File: src/rtl/register_sequencer.sv
// Command-side master for a parallel register: takes READ/LOAD/INCR/CLR commands,
// drives the register's ctrl/data_in, then returns the readback value and a wrap flag.
module register_sequencer #(
    parameter int WIDTH     = 8,
    parameter int CNT_WIDTH = 4
) (
    input  logic                 clk,
    input  logic                 async_nreset,
    input  logic                 cmd_valid,
    output logic                 cmd_ready,
    input  logic [1:0]           cmd_op,
    input  logic [WIDTH-1:0]     cmd_data,
    input  logic [CNT_WIDTH-1:0] cmd_count,
    output logic [1:0]           reg_ctrl,
    output logic [WIDTH-1:0]     reg_data_in,
    input  logic [WIDTH-1:0]     reg_data_out,
    output logic                 rsp_valid,
    input  logic                 rsp_ready,
    output logic [WIDTH-1:0]     rsp_data,
    output logic                 rsp_wrap,
    output logic                 busy
);

    localparam logic [1:0] ST_IDLE  = 2'd0;
    localparam logic [1:0] ST_ISSUE = 2'd1;
    localparam logic [1:0] ST_RESP  = 2'd2;

    localparam logic [1:0] OP_READ = 2'd0;
    localparam logic [1:0] OP_INCR = 2'd2;

    localparam logic [1:0] CTRL_NONE = 2'd0;

    logic [1:0]           state;
    logic [1:0]           state_next;
    logic [1:0]           op_q;
    logic [WIDTH-1:0]     data_q;
    logic [CNT_WIDTH-1:0] count_q;
    logic                 wrap_q;
    logic                 accept;
    logic                 rsp_done;
    logic                 incr_cycle;

    assign accept     = cmd_valid & cmd_ready;
    assign rsp_done   = rsp_valid & rsp_ready;
    assign incr_cycle = (state == ST_ISSUE) && (op_q == OP_INCR);

    // NOTE: state_next gets a default before the case so no path leaves it unassigned (no latch).
    always_comb begin
        state_next = state;
        case (state)
            ST_IDLE: begin
                if (accept) begin
                    if (cmd_op == OP_READ || (cmd_op == OP_INCR && cmd_count == '0))
                        state_next = ST_RESP;
                    else
                        state_next = ST_ISSUE;
                end
            end
            ST_ISSUE: begin
                // LOAD/CLR take one cycle; INCR leaves on its last repeat.
                if (op_q != OP_INCR || count_q <= CNT_WIDTH'(1))
                    state_next = ST_RESP;
            end
            ST_RESP: begin
                if (rsp_done)
                    state_next = ST_IDLE;
            end
            default: state_next = ST_IDLE;
        endcase
    end

    // NOTE: sequential state uses non-blocking assignments so every flop samples pre-edge values.
    always_ff @(posedge clk or negedge async_nreset) begin
        if (!async_nreset)
            state <= ST_IDLE;
        else
            state <= state_next;
    end

    always_ff @(posedge clk or negedge async_nreset) begin
        if (!async_nreset) begin
            op_q    <= OP_READ;
            data_q  <= '0;
            count_q <= '0;
            wrap_q  <= 1'b0;
        end else if (accept) begin
            op_q    <= cmd_op;
            count_q <= cmd_count;
            wrap_q  <= 1'b0;
            // data_in only moves when the register is about to be driven, so it
            // otherwise holds whatever was last presented to the register.
            if (state_next == ST_ISSUE)
                data_q <= cmd_data;
        end else if (incr_cycle) begin
            count_q <= count_q - CNT_WIDTH'(1);
            if (reg_data_out == '1)
                wrap_q <= 1'b1;
        end
    end

    assign cmd_ready   = (state == ST_IDLE);
    assign busy        = (state != ST_IDLE);
    assign reg_ctrl    = (state == ST_ISSUE) ? op_q : CTRL_NONE;
    assign reg_data_in = data_q;
    assign rsp_valid   = (state == ST_RESP);
    assign rsp_data    = reg_data_out;
    assign rsp_wrap    = (state == ST_RESP) & wrap_q;

endmodule
File: config.mk
export PLATFORM = sky130hd
export DESIGN_NAME = register_sequencer
export DESIGN_NICKNAME = d
export VERILOG_FILES = /design/src/rtl/register_sequencer.sv
export SDC_FILE = /design/constraint.sdc
export NUM_CORES = 1
export LEC_CHECK = 0
export ABC_AREA = 0
export CAP_MARGIN = 30
export CELL_PAD_IN_SITES_DETAIL_PLACEMENT = 0
export CELL_PAD_IN_SITES_GLOBAL_PLACEMENT = 1
export CORE_MARGIN = 3
export CORE_UTILIZATION = 29
export DETAILED_ROUTE_END_ITERATION = 12
export GPL_TIMING_DRIVEN = 0
export HOLD_SLACK_MARGIN = 0.15
export PLACE_DENSITY_LB_ADDON = 0.1
export SYNTH_ARGS = -nofsm -noshare
export SYNTH_HDL_FRONTEND = slang
export SYNTH_SLANG_ARGS = --single-unit
File: constraint.sdc
create_clock -name clk -period 3.5 [get_ports clk]
set_input_delay 0.525 -clock clk [delete_from_list [all_inputs] [get_ports clk]]
set_output_delay 0.525 -clock clk [all_outputs]
set_load 0.05 [all_outputs]
== Word level (Yosys, flattened, before mapping) ==
Index checks and enable logic that the tools add are counted.

* Logic and storage cells: 40
* Output and inout bits: 22
* Input port bits: 26
* Flip-flop bits (word level): 17

* Magnitude comparators: 1
* Mux-type cells: 11
* Add/sub/neg operators: 1
* Reduce and logical (&&, ||, !) cells: 12
* Bitwise gates (word level): 3
* Eq/ne operators: 7

{| class="wikitable"
|+ Operators by type and width
! cell !! count
|-
| two-way mux 2 bit || 5
|-
| equality test 8 bit (second input constant) || 1
|-
| two-way mux 4 bit || 2
|-
| equality test 2 bit (second input constant) || 3
|-
| case mux 2 bit (3 select lines) || 1
|-
| nonzero test 2 bit || 3
|-
| equality test 2 x 1 -> 1 bit (second input constant) || 2
|-
| <= comparator 4 x 1 -> 1 bit (second input constant) || 1
|-
| zero test 2 bit || 2
|-
| zero test 4 bit || 1
|-
| AND reduction 2 bit || 2
|-
| subtractor 4 x 1 -> 4 bit (second input constant) || 1
|-
| bitwise AND 1 bit || 3
|-
| two-way mux 1 bit || 3
|-
| logical AND 1 bit || 2
|-
| logical OR 1 bit || 2
|-
| inequality test 2 bit (second input constant) || 1
|}

== Depth between registers and ports, before layout ==
Gate-level depths: netlist of the first run.

* Depth after elaboration: 8
* Mapped depth: 5
* Gate-level depth less buffers: 5

== Worst setup path before layout of the first run ==
Ideal clock, no wire load.

* Path type: register -> output
* Start point: reg state[0]
* End point: out busy
* Stages on the path, launching flop included: 4
* Buffers on the path: 1
* Path slack: 1.359 ns
* Arrival time: 1.616 ns
* Cells stage by stage: dfrtp_1 > buf_6 > nor2_1 > inv_1

* Word-level cells in the longest chain between the ends: 1

{| class="wikitable"
|+ RTL lines
! item !! RTL line !! text
|-
| from (decl) || 33 || <nowiki>logic [1:0] state;</nowiki>
|-
| from (signal assigned) || 77 || <nowiki>state <= state_next;</nowiki>
|-
| nonzero test 2 bit || 102 || <nowiki>assign busy = (state != ST_IDLE);</nowiki>
|-
| to (decl) || 21 || <nowiki>output logic busy</nowiki>
|}

No other way between the ends.

== Final worst setup path of the first run ==
* Start point: reg state[0]
* End point: out rsp_wrap

* Word-level cells in the longest chain between the ends: 2

{| class="wikitable"
|+ RTL lines
! item !! RTL line !! text
|-
| equality test 2 bit || 107 || <nowiki>assign rsp_wrap = (state == ST_RESP) & wrap_q;</nowiki>
|-
| bitwise AND 1 bit || 107 ||
|-
| to (decl) || 20 || <nowiki>output logic rsp_wrap,</nowiki>
|}

No other way between the ends.

==> reports/results.ini, run 1 <==
[status]
status = finished, final reports clean

[die]
die-area_um2 = 3949
ios = 48
die_h_um = 62.85
start_util = 0.3045
die_w_um = 62.85
core-area_um2 = 3078
num_rows = 20

[global_route]
grt_pass1_wl_mm = 3.732
grt_usage = 0.1157
antenna_found_initial = 0
grt.overflow.total = 0
grt_pass1_vias = 830
grt_max_degree = 18

[power_and_ir_drop]
fin_total_pwr_mw = 1.178
peakVddDrop_mv = 0.3311
p_leak_nw = 0.6293
power_density_nw_per_um2 = 791.2

[timing]
setup_violations = 0
final_hold_viol_count = 0
min_period_ps = 2458
fmax_ghz = 0.4069
finalCritPeriodShare = 0.7021
worst_pin_slew_ps = 785.9
fin_skew_ps = 1.394
slew_violations = 0
whs_ps = 482.7
setup-tns-final_ps = 0
relSlewSlack = 0.4744
rsz0062_at_grt = no
layout_setup_ws_ps = 1042

[yosys]
synth_seq_cells = 17
ys_async_sr_fraction = 1.000
syn_area_um2 = 937.1
synth_edf_count = 0
synthDistinctLibCells = 33
ys_seq_area_frac = 0.4539
syn_area_per_cell_um2 = 11.03
synth_ff_type = dfrtp_1
yosys_warnings = 0
synthCells = 85
syn_nets = 113

[setup_path]
required_ps = 2970
crit-reg2reg-launch = state[1]
rrSetupSlack_ps = 1820
reg2reg_depth = 4
end_kind = primary output
crit_path_start = state[0]
critical_path_class = reg2out
start_kind = flip-flop
endpoint = rsp_wrap
rr_endpoint = count_q[3]
worst-path-max-fanout = 9
arrival_ps = 1930

[layout]
nNetsFinal = 165
final_common_cell = clkdlybuf4s50_1
post_layout_nonfiller_instances = 180
drive_above_1_share = 0.1838
mostFrequentLayoutCells = clkdlybuf4s50_1 (47), dfrtp_1 (17), mux2_2 (9), nand2_1 (8), buf_4 (8)
areaGrowthSynthToFinish_pct = 58.88
insertedDiodeCount = 0
final_core_util = 0.4837
fin_area_um2 = 1489

[run]
max_cap_viol_count = 0

[clock_network]
htreeDepth = 1
numCtsBuffers = 3
postCtsSetupRepairBufs = 0
holdBufCountCts = 0
cts-root-buf = clkbuf_4
cts-resized-gates = 0
path_clk_slew_ps = 100
cts_buffer_depth = 2
clock_latency_ps = 290
clock-sinks = 17
cts_tree = yes

[hold_path]
hold_class = reg2reg

[detailed_routing]
remaining_drc_errors = 0
detail_route.wl_per_cell_um = 12.09
num_vias = 805
routed_wl_mm = 2.177
drt_iter0_markers = 25
dr.pass1.iters = 4
antenna_left = 0
via_per_inst = 4.472

[placement]
io_buffers = 47
place_ws_ps = 1064
globalplace.congestion = 0.7295
placedCellCount = 176
hpwl_mm = 1.746
place_area_um2 = 1463

## cells in the mapped netlist, types with 2 or more instances
cell type / instances / share of area
o31ai_1: 2 / 0.016
nand4_1: 2 / 0.013
nor3_1: 2 / 0.011
nor2_1: 2 / 0.0080
mux2_2: 9 / 0.11
and2_1: 3 / 0.020
ha_1: 2 / 0.027
a221o_1: 2 / 0.021
buf_4: 8 / 0.064
buf_6: 2 / 0.024
nand2_1: 8 / 0.032
nor2b_1: 3 / 0.020
and2b_1: 2 / 0.016
dfrtp_1: 17 / 0.45
inv_1: 3 / 0.012
## per-layer routing
layer	part of all wire	routed length, um	global-route usage
met3	0.055	120	0.04137
met2	0.50	1089	0.1931
met1	0.44	966	0.1467
met5	0	0	0
met4	0	0	0.01653
## registers in the layout, indices dropped and copies added, names as in the netlist
name,cells
state,2
wrap_q,1
op_q,2
count_q,4
reg_data_in,8
## final cells by class
cell class | count | area (um2)
fillers | 299 | 1589
repair buffers | 47 | 470.5
flip-flops and latches | 17 | 425.4
multi-input cells | 54 | 412.9
plain buffers | 11 | 87.58
well taps | 44 | 55.05
clock buffers | 4 | 26.28
inverters | 3 | 11.26
## logic make-up (layout without fill, tap and decap cells)
logic type | after synthesis | count (layout) | synth area share
flip-flops | 17 | 17 | 0.4539
multiplexers | 10 | 10 | 0.1188
AO/OA/AOI/OAI | 13 | 13 | 0.1095
AND/OR/NAND/NOR | 29 | 29 | 0.1856
buffers and inverters | 14 | 65 | 0.1055
adder cells (fa/ha/maj) | 2 | 2 | 0.02670
## power breakdown
group	total, mW	leakage, nW	internal (mW)	switching (mW)
clock network	0.104	0.0150	0.0443	0.0601
registers	0.352	0.206	0.286	0.0660
logic	0.722	0.408	0.295	0.427
total	1.18	0.629	0.625	0.553
## worst max-delay path, stage by stage (launching register included)
cell	delay, ps
dfrtp_1	390
buf_6	130
and2b_1	210
and2_1	120
clkdlybuf4s50_1	790
## worst min path at each step
stage | startpoint | to | slack, ps | cells past startpoint
5_1_grt | wrap_q | wrap_q | 540 | 2
4_1_cts | wrap_q | wrap_q | 490 | 2
3_5_place_dp | wrap_q | wrap_q | 470 | 2
3_3_place_gp | wrap_q | wrap_q | 470 | 2
6_report | wrap_q | wrap_q | 480 | 2
2_1_floorplan | async_nreset | count_q[0] | 230 | 0
No activity file was read; power rests on OpenSTA's default activity.
==> inputs of run 2 (changes only) <==
clock period = 2.5 ns   (was 3.5 ns; I/O delays follow)
==> results of run 2 <==
The final DEF is identical to that of run 1. Status: finished, final reports clean.
Main changes from that run: setup slack after placement 1064 ps -> 273.2 ps; setup slack after layout 1042 ps -> 192.5 ps; register-to-register setup slack 1820 ps -> 820 ps; total power 1.178 mW -> 1.649 mW; worst IR drop on VDD 0.3311 mV -> 0.4635 mV
==> RTL change 1: new RTL, flow settings as in run 2 <==
Set the parameter `CNT_WIDTH` to 5 (it was 4).
--- a/src/rtl/register_sequencer.sv
+++ b/src/rtl/register_sequencer.sv
@@ -2,7 +2,7 @@
 // drives the register's ctrl/data_in, then returns the readback value and a wrap flag.
 module register_sequencer #(
     parameter int WIDTH     = 8,
-    parameter int CNT_WIDTH = 4
+    parameter int CNT_WIDTH = 5
 ) (
     input  logic                 clk,
     input  logic                 async_nreset,
Interface: changed (resized cmd_count); port bits go from 48 to 49. The function was not compared with the original's and may differ.
==> RTL change 1 against run 2 <==
Sequential cell count up 1. Register-to-register slack lost 0.29 ns. Synthesized area up 5.7%. Setup slack lost 0.036 ns. Combinational power is 5% higher. Power is 7.4% higher. Routed wire length grew 14%. Final area increased by 5.1%. Final cell count is 5.0% higher. Clock skew shrank 0.00070 ns. Largest cell class unchanged.
==> RTL change 1: results <==
[outcome]
status = "finished, final reports clean"

[layout]
multi_input_area_share_pct = 28.70
multi_input_cells = 59
final_nets = 175
clk_share_pct = 2.318
seq_share_pct = 28.78
buffers = 59
drive_above_1_share_pct = 17.93
inverters = 5

[power_and_ir_drop]
p_switching_uw = 828.6
p_leak_uw = 0.0006662
power.internal_uw = 942.3
irDropWorstVdd_uv = 415.3

[synth]
synth_cell_types = 30
synth_nets = 122
ys_ff_latch = 18
yosysSeqAreaShare_pct = 45.45

[worst_setup_path]
crit_arrival_ns = 1.97
critPathMaxFanout = 10

[global_route]
grt_max_degree = 19

[placement]
portBuffers = 48
dpl_worst_slack_ns = 0.08456
hpwl_mm = 1.957
placed_cell_area_um2 = 1526

[drt]
drt-met1-wl_mm = 1.097
highest_layer = "met4"
drt_iter0_drc = 18

[die]
die_x_um = 64.46
==> RTL change 1: cell count changes in the layout (fill, tap and decap cells not counted), sizes merged, moves of 2 or more <==
cell    change
and2        -2
and2b       -2
inv         +2
nor2        +5
or2         +2
a21oi       +2
buf         -2
and3        +3
a221o       +2
clkbuf      +2
nor2b       -3
==> RTL change 1: worst register-to-register path: cells and delay by family (launching register included) <==
kind                   cells  cell delay (ns)
muxes                      1             0.40
buffers and inverters      1             0.17
and+or+nand+nor            1             0.36
DFF                        1             0.44
AOI/OAI and AO/OA          1             0.50
==> RTL change 1: cells by family (layout without fill, tap and decap cells) <==
| kind of cell | count (synthesis) | in the layout | share of synthesized area, % |
|---|---|---|---|
| and+or+nand+nor | 33 | 33 | 19.45 |
| DFF | 18 | 18 | 45.45 |
| buffers and inverters | 16 | 68 | 9.217 |
| AOI/OAI and AO/OA | 13 | 13 | 11.11 |
| muxes | 11 | 11 | 12.25 |
| adders and majority gates | 2 | 2 | 2.525 |
==> RTL change 1: routing by layer <==
layer,vias up,global-route usage [%]
met2,24,21.65
met5,-,0
met3,2,3.813
met4,0,2.375
met1,424,15.54
li1,430,-
==> RTL change 1: worst paths after layout <==
check,start,to,slack (ns)
max in group asynchronous,async_nreset,reg_data_in[0],1.46
max reg2reg,state[1],reg_data_in[1],0.53
min reg2reg,wrap_q,wrap_q,0.49
max,state[0],reg_ctrl[0],0.16
min,wrap_q,wrap_q,0.49
min in group asynchronous,async_nreset,reg_data_in[4],0.54
==> RTL change 1: repair_timing <==
item / in CTS / in global routing
hold endpoints to repair: 0 / 0
hold buffers: 0 / 0
endpoints found under the setup margin: 0 / 1
buffers inserted: 0 / 0
gates resized for setup: 0 / 1
==> RTL change 2: new RTL, settings of run 2 <==
Made on the original files. Reset style: synchronous (`async_nreset`), changed in 2 clocked blocks.
--- a/src/rtl/register_sequencer.sv
+++ b/src/rtl/register_sequencer.sv
@@ -70,14 +70,14 @@
     end
 
     // NOTE: sequential state uses non-blocking assignments so every flop samples pre-edge values.
-    always_ff @(posedge clk or negedge async_nreset) begin
+    always_ff @(posedge clk) begin
         if (!async_nreset)
             state <= ST_IDLE;
         else
             state <= state_next;
     end
 
-    always_ff @(posedge clk or negedge async_nreset) begin
+    always_ff @(posedge clk) begin
         if (!async_nreset) begin
             op_q    <= OP_READ;
             data_q  <= '0;
Behaviour: differs if async_nreset is asserted again (counterexample within 4 cycles, from zero or initial values and one cycle with async_nreset low); with async_nreset held inactive, the same outputs for 10 cycles.
==> RTL change 2 against run 2 <==
Setup slack got worse by 0.034 ns. Synthesized area fell by 1.1%. Synthesized cell count rose by 26%. Final area fell by 0.76%. Critical path type unchanged. Sequential cell count did not move. Routed wire length rose by 10%. Clock skew rose by 0.011 ns. First-iteration DRC count rose by 72%. Critical endpoint unchanged.
Power is not compared: it rests on default switching activity, and its combinational part moved more than twofold at a synthesized area within 25%.
==> RTL change 2: results <==
[worst_setup_path]
critPathMaxFanout = 7
crit-reg2reg-capture = "state[1]"
critPathLaunch = "state[1]"
timing.reg2reg.setup_slack_ns = 0.96
reg2reg_from = "state[0]"

[synth]
synthCells = 107
synth.area.mux_share_pct = 8.637
synth_ff_type = "dfxtp_1"
async_reset_ff_share_pct = 0
synth_compound_area_share_pct = 15.79
synth.area.top_cells = "dfxtp_1 (37%), nand2_1 (8.9%), mux2i_1 (8.6%)"
synth_cell_types = 32
synthAdderAreaFrac_pct = 2.699
synth_common_cells = "nand2_1 (22), dfxtp_1 (17), buf_4 (8), mux2i_1 (8), inv_1 (6)"
synth_nets = 135

[power_and_ir_drop]
p_leak_uw = 0.0006164

[global_route]
track_usage_pct = 12.97
grt_pass1_vias = 940
grt_use_met2_pct = 21.44
met3_usage_pct = 3.957
grt_max_degree = 11

[sta]
tightest_slew_ns = 0.5145
skew_ns = 0.01259
period_share_pct = 93.68

[drt]
met3_length_um = 191
drt_iter0_drc = 43
highest_layer = "met4"
wl_met2_mm = 1.111
viasPerCell = 4.540
drt-met1-wl_mm = 1.061
wl_per_cell_um = 11.97
vias = 908

[outcome]
status = "finished, final reports clean"

[placement]
dpl_worst_slack_ns = 0.3689
placed_cell_area_um2 = 1450
dp.cells = 196
hpwl_mm = 1.865

[layout]
drive_above_1_share_pct = 11.39
-- RTL change 2: how the worst min path moves through the flow --
stage                         startpoint             end  slack [ns]  cells past startpoint
after floorplan                  op_q[1]         op_q[1]        0.45                      2
after global placement    reg_data_in[3]  reg_data_in[3]        0.44                      2
after detailed placement  reg_data_in[0]  reg_data_in[0]        0.45                      2
after CTS                 reg_data_in[0]  reg_data_in[0]        0.47                      2
after global routing      reg_data_in[1]  reg_data_in[1]        0.49                      2
final                     reg_data_in[0]  reg_data_in[0]        0.47                      2
-- RTL change 2: cell type report --
cell class	count	area, um2
clock buffers	3	22.52
multi-input cells	71	476.7
inverters	6	22.52
fillers	305	1423
clock inverters	1	5.005
well taps	42	52.55
repair buffers	47	470.5
flip-flops and latches	17	340.3
plain buffers	13	87.58
-- RTL change 2: report_power, final --
group	leakage, uW	internal [uW]	switching (uW)
Sequential	0.000139	291	17.3
Clock	0.0000177	59.6	93.2
Combinational	0.000459	119	148
